## config.mk

```make
export PLATFORM = sky130hd
export DESIGN_NAME = baw_card_engine
export DESIGN_NICKNAME = d
export VERILOG_FILES = /design/src/rtl/baw_card_engine.sv
export SDC_FILE = /design/constraint.sdc
export NUM_CORES = 1
export LEC_CHECK = 0
export BUFFER_PORTS_ARGS = -buffer_cell sky130_fd_sc_hd__buf_2
export CAP_MARGIN = 10
export CORE_UTILIZATION = 46
export CTS_BUF_LIST = sky130_fd_sc_hd__clkbuf_8
export DETAILED_ROUTE_END_ITERATION = 6
export HOLD_SLACK_MARGIN = 0.02
export PLACE_DENSITY = 0.79
export SLEW_MARGIN = 20
export SYNTH_ARGS = -nofsm -noshare
export SYNTH_HDL_FRONTEND = slang
export SYNTH_SLANG_ARGS = --single-unit
```

## constraint.sdc

```tcl
create_clock -name clk -period 5.1 [get_ports clk]
set_input_delay 1.02 -clock clk [delete_from_list [all_inputs] [get_ports clk]]
set_output_delay 1.02 -clock clk [all_outputs]
set_load 0.02 [all_outputs]
```

## src/rtl/baw_card_engine.sv

```systemverilog
// Card bookkeeping for the two-player Black-and-White game.
// Tracks each player's remaining cards and played card. Encodes the one-hot
// switch selection, reports black/white counts and compares the played cards.

// Per-player deck/hand state. The top instantiates one of these per player.
module baw_player #(
   parameter int NCARDS = 9
) (
   input  logic              clk,
   input  logic              resetn,
   input  logic              new_game,
   input  logic              new_round,
   input  logic              commit,
   input  logic              sel_valid,
   input  logic [3:0]        sel_code,
   input  logic [NCARDS-1:0] cardselect,
   output logic [NCARDS-1:0] card,
   output logic [NCARDS-1:0] preview,
   output logic [3:0]        handcard,
   output logic [3:0]        black,
   output logic [3:0]        white,
   output logic              reject
);

   logic hit;
   logic accept;

   // With a one-hot selection, "card still held" reduces to an AND/OR test,
   // which avoids indexing the mask with a 4-bit code wider than needed.
   assign hit     = |(card & cardselect);
   assign accept  = commit & sel_valid & hit;
   // Strobes for new game / new round swallow commits without flagging them.
   assign reject  = commit & ~new_game & ~new_round & ~(sel_valid & hit);
   assign preview = card & ~cardselect;

   // Deck mask and played card; game/round strobes take priority over commits.
   always_ff @(posedge clk or negedge resetn) begin
      if (!resetn) begin
         card     <= '1;
         handcard <= '0;
      end else if (new_game) begin
         card     <= '1;
         handcard <= '0;
      end else if (new_round) begin
         handcard <= '0;
      end else if (accept) begin
         card     <= card & ~cardselect;
         handcard <= sel_code;
      end
   end

   // Remaining counts by colour: odd values are black, even values are white.
   always_comb begin
      black = '0;
      white = '0;
      for (int i = 0; i < NCARDS; i++) begin
         if (card[i]) begin
            if (i % 2 == 1) black = black + 4'd1;
            else            white = white + 4'd1;
         end
      end
   end

endmodule

module baw_card_engine #(
   parameter int NCARDS = 9,
   parameter int ENC_W  = 16
) (
   input  logic              clk,
   input  logic              resetn,
   input  logic              new_game,
   input  logic              new_round,
   input  logic              p1_commit,
   input  logic              p2_commit,
   input  logic [NCARDS-1:0] cardselect,
   output logic [3:0]        sel_code,
   output logic              sel_valid,
   output logic [NCARDS-1:0] p1_card,
   output logic [NCARDS-1:0] p2_card,
   output logic [NCARDS-1:0] p1_preview,
   output logic [NCARDS-1:0] p2_preview,
   output logic [3:0]        p1_handcard,
   output logic [3:0]        p2_handcard,
   output logic [3:0]        p1_black,
   output logic [3:0]        p1_white,
   output logic [3:0]        p2_black,
   output logic [3:0]        p2_white,
   output logic              p1_isblack,
   output logic              p2_isblack,
   output logic [1:0]        matchresult,
   output logic              commit_err
);

   localparam int NP = 2;

   logic [ENC_W-1:0]             enc_in;
   logic [NP-1:0]                commit;
   logic [NP-1:0]                reject;
   logic [NP-1:0][NCARDS-1:0]    card;
   logic [NP-1:0][NCARDS-1:0]    preview;
   logic [NP-1:0][3:0]           hand;
   logic [NP-1:0][3:0]           black;
   logic [NP-1:0][3:0]           white;

   assign enc_in = {{(ENC_W-NCARDS){1'b0}}, cardselect};
   assign commit = {p2_commit, p1_commit};

   // Priority encoder: highest set bit wins, all-zero input yields 0.
   always_comb begin
      sel_code = '0;
      for (int i = 0; i < ENC_W; i++) begin
         if (enc_in[i]) sel_code = 4'(i);
      end
   end

   // Only a true one-hot selection may be played.
   assign sel_valid = ($countones(cardselect) == 1);

   for (genvar p = 0; p < NP; p++) begin : g_player
      baw_player #(.NCARDS(NCARDS)) u_player (
         .clk        (clk),
         .resetn     (resetn),
         .new_game   (new_game),
         .new_round  (new_round),
         .commit     (commit[p]),
         .sel_valid  (sel_valid),
         .sel_code   (sel_code),
         .cardselect (cardselect),
         .card       (card[p]),
         .preview    (preview[p]),
         .handcard   (hand[p]),
         .black      (black[p]),
         .white      (white[p]),
         .reject     (reject[p])
      );
   end

   // Error pulse: high for the one cycle after any rejected commit.
   always_ff @(posedge clk or negedge resetn) begin
      if (!resetn) commit_err <= 1'b0;
      else         commit_err <= |reject;
   end

   // Round outcome from the two played values; 2'b11 is unreachable.
   always_comb begin
      matchresult = 2'b00;
      if (hand[0] > hand[1])      matchresult = 2'b01;
      else if (hand[1] > hand[0]) matchresult = 2'b10;
   end

   assign p1_card     = card[0];
   assign p2_card     = card[1];
   assign p1_preview  = preview[0];
   assign p2_preview  = preview[1];
   assign p1_handcard = hand[0];
   assign p2_handcard = hand[1];
   assign p1_black    = black[0];
   assign p1_white    = white[0];
   assign p2_black    = black[1];
   assign p2_white    = white[1];
   assign p1_isblack  = hand[0][0];
   assign p2_isblack  = hand[1][0];

endmodule

```

**After elaboration in Yosys (flattened, before gate mapping)**

Index checks and enable logic that the tools add are counted.

- Add/subtract/negate cells: 22
- $lt $le $gt $ge: 2
- Equal/unequal tests: 2
- Multiplexer cells: 40
- Bitwise gates (word level): 21
- Reduce and logical (&&, ||, !) cells: 9

Operator list:

| operator | number |
|---|---|
| $mux 4 | 26 |
| $mux 9 | 6 |
| $add 4x1->4 const B | 10 |
| $and 9x9->9 | 4 |
| $reduce_or 9->1 | 2 |
| $and 1x1->1 | 12 |
| $not 9->9 | 1 |
| $add 1x1->2 | 4 |
| $add 1x1->2 const B | 4 |
| $gt 4x4->1 | 2 |
| $add 2x2->3 | 2 |
| $mux 2 | 3 |
| $reduce_bool 3->1 | 2 |
| $add 4x1->5 | 1 |
| $eq 5x1->1 const B | 1 |
| $mux 1 | 5 |
| $add 3x3->4 | 1 |
| $not 1->1 | 4 |
| $reduce_and 2->1 | 2 |
| $reduce_bool 2->1 | 2 |
| $ne 2x2->1 const B | 1 |
| $reduce_or 2->1 | 1 |

- Flip-flop bits (word level): 27
- Output and inout port bits: 70

**Logic depth before layout (Yosys ltp)**

Gate-level depths: netlist of the first run.

- Depth in word-level cells: 11
- Depth in mapped cells: 14
- Mapped depth without buffers: 11

**Hierarchy**

From an unflattened synthesis of the first run, not the netlist that was laid out.

- Cell total of the unflattened synthesis: 278
- Area, all modules: 2363.5 um^2

Modules (own cells, without submodules):

| module | times used | cells an instance | area an instance (um^2) | seq. area each (um^2) |
|---|---|---|---|---|
| baw_player (g_player[1].u_player) | 1 | 113 | 984.7 | 336.6 |
| baw_player (g_player[0].u_player) | 1 | 112 | 977.2 | 336.6 |
| baw_card_engine | 1 | 53 | 401.6 | 25.0 |

**Worst setup path before layout of the first run**

No wires, ideal clock.

- Kind: input-to-output
- From: input cardselect[1]
- To: output sel_valid
- Arrival time: 4.247 ns
- Slack: -0.167 ns
- Stages: 9
- Path buffers: 1
- Cells stage by stage: clkbuf_1 > inv_1 > fa_1 > fa_1 > fa_1 > fa_1 > fa_1 > o31a_1 > nor4b_4

- Word-level cells in the longest chain between the ends: 5

Ends and longest elaborated chain:

| what | RTL line | text |
|---|---|---|
| from (decl) | 76 | `input logic [NCARDS-1:0] cardselect,` |
| $add 1x1->2 (implied by the code) | 118 | `assign sel_valid = ($countones(cardselect) == 1);` |
| $add 2x2->3 (implied by the code) | 118 |  |
| $add 3x3->4 (implied by the code) | 118 |  |
| $add 4x1->5 (implied by the code) | 118 |  |
| $eq 5x1->1 | 118 |  |
| to (decl) | 78 | `output logic sel_valid,` |

No other way between the ends.

**Final worst setup path of the first run**

- From: input cardselect[0]
- To: output sel_valid

The elaborated chain is that of the path after synthesis.

==> results.py, run 1 <==
metrics = {
    "cells_and_area": {
        "nets": 366,
        "num-fill-cells": 428,
        "num_antenna_cells": 0,
        "layout_common_cells": "buf_2 (78), nor2_1 (33), inv_1 (22)",
        "final_area_um2": 2740,
        "final_common_cell": "buf_2",
        "drive_above_1_share_pct": 39.4,
        "syn2layout_area_growth_pct": 21.4,
    },
    "yosys": {
        "syn_inst": 254,
        "ys_warn_count": 0,
        "synth.distinct_cells": 33,
        "ys_seq_area_share_pct": 30.9,
        "syn_area_um2": 2260,
        "postSynthAreaPerCell_um2": 8.90,
        "synth-seq-cells": 27,
    },
    "place": {
        "hpwl_um": 3980,
        "routabilityCongestion": 0.792,
        "io_buffers": 82,
        "placed_cell_area_um2": 2670,
    },
    "floorplan": {
        "num_io_pins": 85,
        "die-area_um2": 5200,
        "start_util_pct": 47.8,
        "die_w_um": 72.1,
        "num_rows": 25,
        "coreArea_um2": 4720,
        "die_y_um": 72.1,
    },
    "global_routing": {
        "grt_pass1_wl_um": 8760,
        "track_usage_pct": 21.4,
        "grt_max_degree": 33,
        "overflow": 0,
        "grt_pass1_vias": 1868,
        "antenna_found_initial": 0,
    },
    "power_and_ir_drop": {
        "irDropWorstVdd_mv": 0.157,
        "clockPowerShare_pct": 17.3,
        "p_int_uw": 426,
        "switching_share_pct": 40.7,
        "p_seq_share_pct": 34.4,
        "p_comb_share_pct": 48.3,
        "p_switching_uw": 293,
        "power_density_nw_per_um2": 262,
        "total_power_uw": 718,
        "p_leak_nw": 1.38,
    },
    "worst_setup_path": {
        "worstPathRequired_ns": 4.08,
        "timing.critical_path.buf_inv": 3,
        "slowest_stage": "fa_1",
        "cpPeakStageDelay_ns": 0.54,
        "worstPathCellList": "buf_8, inv_4, fa_1, fa_1, fa_1, fa_2, fa_2, o31a_1, nor4b_4, buf_4",
        "arrival_ns": 4.04,
        "crit_type": "in2out",
        "crit_path_start_kind": "primary input",
        "path_common_cell": "fa_1",
        "path_delay_family": "adder cells",
        "end_kind": "output port",
        "cp_max_fo": 2,
    },
    "cts": {
        "clockRootBuffer": "clkbuf_8",
        "cts_setup_buffers": 0,
        "cts_tree": "yes",
        "cts_buffers": 3,
        "clockBufferDepth": 2,
        "clk_pin_slew_worst_paths_ns": 0.10,
        "htreeDepth": 1,
        "clk_latency_ns": 0.28,
        "cts_sinks": 27,
        "ctsHoldBuffers": 0,
    },
    "timing": {
        "maxSlewHeadroom_pct": 61.9,
        "skew_ns": 0.00442,
        "fin_crit_ns": 5.06,
        "hold_viol": 0,
        "final.period_utilization_pct": 99.2,
        "worstMarginPinSlew_ns": 0.571,
        "fmax_ghz": 0.198,
        "setup_viol": 0,
        "grt_setup_unrepaired": "yes",
        "drv_slew": 0,
    },
    "flow_run": {
        "drv_cap": 0,
    },
    "routing": {
        "vias_per_cell": 5.14,
        "wl_per_cell_um": 13.5,
        "ant_nets": 0,
        "wirelength_um": 5290,
        "drc": 0,
        "num_vias": 2015,
        "drt_iter0_markers": 122,
        "dr.pass1.iters": 5,
    },
    "run_status": {
        "outcome": "finished, final reports clean",
    },
    "min_path": {
        "hp-class": "reg2reg",
    },
}
cell type report:
class | instances | area [um^2] | area share [%]
Inverter | 25 | 96.3 | 3.51
Multi-Input combinational cell | 178 | 1320 | 47.9
Tap cell | 67 | 83.8 | 3.06
Timing Repair Buffer | 91 | 503 | 18.3
Sequential cell | 27 | 698 | 25.5
Clock buffer | 3 | 41.3 | 1.51
Clock inverter | 1 | 5.00 | 0.182
tightest hold or removal path: stages (launching register included):
cell and delay (ns):
dfstp_2 0.40, nor2_1 0.08, a31oi_1 0.05
metrics by stage:
step	hold slack (ns)	setup slack [ns]	util [%]	TNS (ns)	instances
3_5_place_dp	0.505	-0.0966	56.5	-0.0966	388
4_1_cts	0.519	0.00724	57.7	0	392
5_1_grt	0.547	-0.0601	58.1	-0.0601	392
6_report	0.519	0.0400	58.1	0	392
2_1_floorplan	0.535	-0.0150	-	-0.0150	255
3_3_place_gp	0.499	-0.0552	56.5	-0.0552	388
metal layers:
layer	share of wire [%]	track usage, %	vias up
met3	5.9	3.06	5
met1	45	28.4	952
met4	0.72	5.45	0
met2	48	36.7	78
met5	0	0	-
li1	-	-	980
worst paths after layout:
check | from | endpoint | slack, ns | cells after the start
max | cardselect[0] | sel_valid | 0.04 | 10
min | g_player[0].u_player.card[3]$_DFFE_PN1P_ | g_player[0].u_player.card[3]$_DFFE_PN1P_ | 0.52 | 2
max reg2reg | g_player[1].u_player.card[8]$_DFFE_PN1P_ | g_player[1].u_player.card[4]$_DFFE_PN1P_ | 3.42 | 5
min reg2reg | g_player[0].u_player.card[3]$_DFFE_PN1P_ | g_player[0].u_player.card[3]$_DFFE_PN1P_ | 0.52 | 2
max in group asynchronous | resetn | g_player[1].u_player.card[4]$_DFFE_PN1P_ | 3.99 | 1
min in group asynchronous | resetn | commit_err$_DFF_PN0_ | 0.72 | 1
cells by family (layout without fill, tap and decap cells):
| group | Yosys count | count (layout) | share of synthesized area [%] |
|---|---|---|---|
| flip-flops | 27 | 27 | 30.9 |
| other | 1 | 2 | 0.166 |
| buffers and inverters | 50 | 120 | 11.4 |
| multiplexers | 14 | 14 | 6.53 |
| XOR/XNOR | 16 | 16 | 6.20 |
| AO/OA/AOI/OAI | 42 | 42 | 12.7 |
| adder cells (fa/ha/maj) | 25 | 25 | 15.5 |
| AND/OR/NAND/NOR | 79 | 79 | 16.6 |
registers in the layout (all words and copies together), names as in the netlist:
name and cells:
g_player.u_player.card 18, g_player.u_player.handcard 8, commit_err 1
cell usage after synthesis, drive strengths merged:
master	number	area [um^2]
nor2	34	128
inv	25	93.8
ha	20	250
nand2	20	75.1
a31oi	19	119
dfstp	18	473
xor2	14	123
clkbuf	13	48.8
nor2b	13	81.3
buf	12	115
dfrtp	9	225
a21oi	8	40.0
mux2i	8	80.1
mux2	6	67.6
nand3	6	30.0
fa	5	100
o21ai	4	20.0
a221oi	2	30.0
a222oi	2	20.0
a22o	2	17.5
a22oi	2	15.0
and3	2	12.5
and4	2	17.5
xnor2	2	17.5
a31o	1	8.76
a41oi	1	8.76
conb	1	3.75
nand2b	1	6.26
nor4b	1	23.8
o31a	1	8.76
power by group through the flow:
stage	clock network [mW]	registers (mW)	logic [mW]
after floorplan	0	0.258	0.249
after global placement	0	0.250	0.334
after detailed placement	0	0.250	0.342
after CTS	0.125	0.247	0.347
after global routing	0.135	0.250	0.380
final	0.125	0.247	0.347
what timing repair did:
item                       4_1_cts  5_1_grt
resized for setup                5        5
gates cloned                     0        0
pin swaps                        0        1
setup endpoints to repair        1        1
(Power assumes the default switching activity.)
==> inputs of run 2 (changes only) <==
- CORE_UTILIZATION: 46 -> 50
- PLACE_DENSITY: 0.79 -> 0.81
- clock period: 5.1 -> 5.2 ns (I/O delays scaled with it)
==> results.py, run 2 (synthesized netlist as in run 1, its figures left out) <==
metrics = {
    "cells_and_area": {
        "largest_register_ffs": 18,
        "drive_above_1_share_pct": 39.4,
        "seqCellArea_um2": 698,
        "multi_input_area_um2": 1320,
        "num-fill-cells": 380,
        "finish.utilization_pct": 62.7,
        "num_antenna_cells": 0,
        "largest_registers": "g_player.u_player.card x18, g_player.u_player.handcard x8, commit_err x1",
        "layout_common_cells": "buf_2 (78), nor2_1 (33), inv_1 (22)",
        "final_area_um2": 2730,
        "final_common_cell": "buf_2",
        "regMostFlops": "g_player.u_player.card",
        "nets": 366,
        "syn2layout_area_growth_pct": 20.9,
    },
    "global_routing": {
        "overflow": 0,
        "grt_pass1_vias": 1994,
        "antenna_found_initial": 0,
        "grt_pass1_wl_um": 9250,
        "track_usage_pct": 23.7,
        "grt_max_degree": 33,
    },
    "routing": {
        "num_vias": 2057,
        "wirelength_um": 5490,
        "drt_iter0_markers": 107,
        "wl_per_cell_um": 14.6,
        "drc": 0,
        "vias_per_cell": 5.46,
        "ant_nets": 0,
        "dr.pass1.iters": 4,
    },
    "cts": {
        "clockBufferDepth": 2,
        "clk_pin_slew_worst_paths_ns": 0.10,
        "clk_latency_ns": 0.28,
        "cts_buffers": 3,
        "cts_sinks": 27,
        "clockRootBuffer": "clkbuf_8",
        "htreeDepth": 1,
        "cts_tree": "yes",
    },
    "power_and_ir_drop": {
        "irDropWorstVdd_mv": 0.139,
        "total_power_uw": 716,
        "p_leak_nw": 1.37,
        "power_density_nw_per_um2": 262,
    },
    "timing": {
        "fmax_ghz": 0.194,
        "setup_viol": 0,
        "holdWs_ns": 0.521,
        "fin_crit_ns": 5.15,
        "skew_ns": 0.00375,
        "grt_setup_unrepaired": "yes",
        "maxSlewHeadroom_pct": 54.1,
        "hold_viol": 0,
        "final.period_utilization_pct": 99.0,
        "worstMarginPinSlew_ns": 0.686,
        "fin_ws_ns": 0.0506,
        "drv_slew": 0,
    },
    "place": {
        "pre_cts_ws_ns": -0.113,
        "io_buffers": 82,
        "placed_cell_area_um2": 2630,
        "hpwl_um": 4090,
        "routabilityCongestion": 0.803,
    },
    "floorplan": {
        "die-area_um2": 4790,
        "die_y_um": 69.2,
        "num_rows": 24,
        "coreArea_um2": 4350,
        "die_w_um": 69.2,
        "start_util_pct": 51.9,
        "num_io_pins": 85,
    },
    "worst_setup_path": {
        "cp_max_fo": 2,
        "worstPathRequired_ns": 4.16,
        "crit_path_start_kind": "primary input",
        "end_kind": "output port",
        "arrival_ns": 4.11,
        "crit_type": "in2out",
    },
    "run_status": {
        "outcome": "finished, final reports clean",
    },
    "min_path": {
        "hp-class": "reg2reg",
    },
    "flow_run": {
        "drv_cap": 0,
    },
}
==> run 2: final cells by class <==
class | instances | share of cell area [%]
clock buffer | 3 | 1.51
clock inverter | 1 | 0.275
inverter | 25 | 3.53
multi-input combinational | 178 | 48.3
sequential | 27 | 25.6
tap | 52 | 2.38
timing repair buffer | 91 | 18.4
==> run 2: path summary, 6_finish.rpt <==
check	startpoint	to	slack, ns	cells after the start
min in group asynchronous	resetn	g_player[1].u_player.handcard[2]$_DFFE_PN0P_	0.75	1
max in group asynchronous	resetn	g_player[0].u_player.handcard[3]$_DFFE_PN0P_	4.05	1
max	cardselect[3]	sel_valid	0.05	10
min	g_player[0].u_player.card[3]$_DFFE_PN1P_	g_player[0].u_player.card[3]$_DFFE_PN1P_	0.52	2
min reg2reg	g_player[0].u_player.card[3]$_DFFE_PN1P_	g_player[0].u_player.card[3]$_DFFE_PN1P_	0.52	2
max reg2reg	g_player[1].u_player.card[5]$_DFFE_PN1P_	g_player[1].u_player.handcard[3]$_DFFE_PN0P_	3.43	6
==> run 2: through the flow <==
step           TNS (ns)  instances
3_3_place_gp    -0.0142        371
2_1_floorplan         0        255
5_1_grt        -0.00445        377
4_1_cts         -0.0355        377
6_report              0        377
3_5_place_dp     -0.113        371
==> run 2: timing repair <==
action / in CTS / in global routing
pin swaps: 6 / 5
hold buffers: 0 / 0
setup endpoints to repair: 1 / 1
buffers inserted: 2 / 0
resized for setup: 6 / 4
==> run 2: worst max-delay path: stages <==
cell and delay [ns]:
buf_8 0.08, inv_4 0.03, fa_1 0.55, fa_1 0.45, fa_1 0.47, fa_2 0.37
fa_2 0.35, o31a_1 0.27, nor4b_4 0.31, buf_4 0.19
==> run 2: report_power, final <==
part / leakage (nW) / switching [mW] / internal (mW)
sequential: 0.314 / 0.0160 / 0.227
clock: 0.0217 / 0.0725 / 0.0546
combinational: 1.04 / 0.205 / 0.141
total: 1.37 / 0.293 / 0.422
==> run 2: routing by layer <==
layer	global-route usage, %	up-vias	wire [um]
met5	0	-	0
met4	7.48	0	69
met3	3.34	8	380
met2	40.6	86	2780
met1	30.7	984	2260
li1	-	979	-
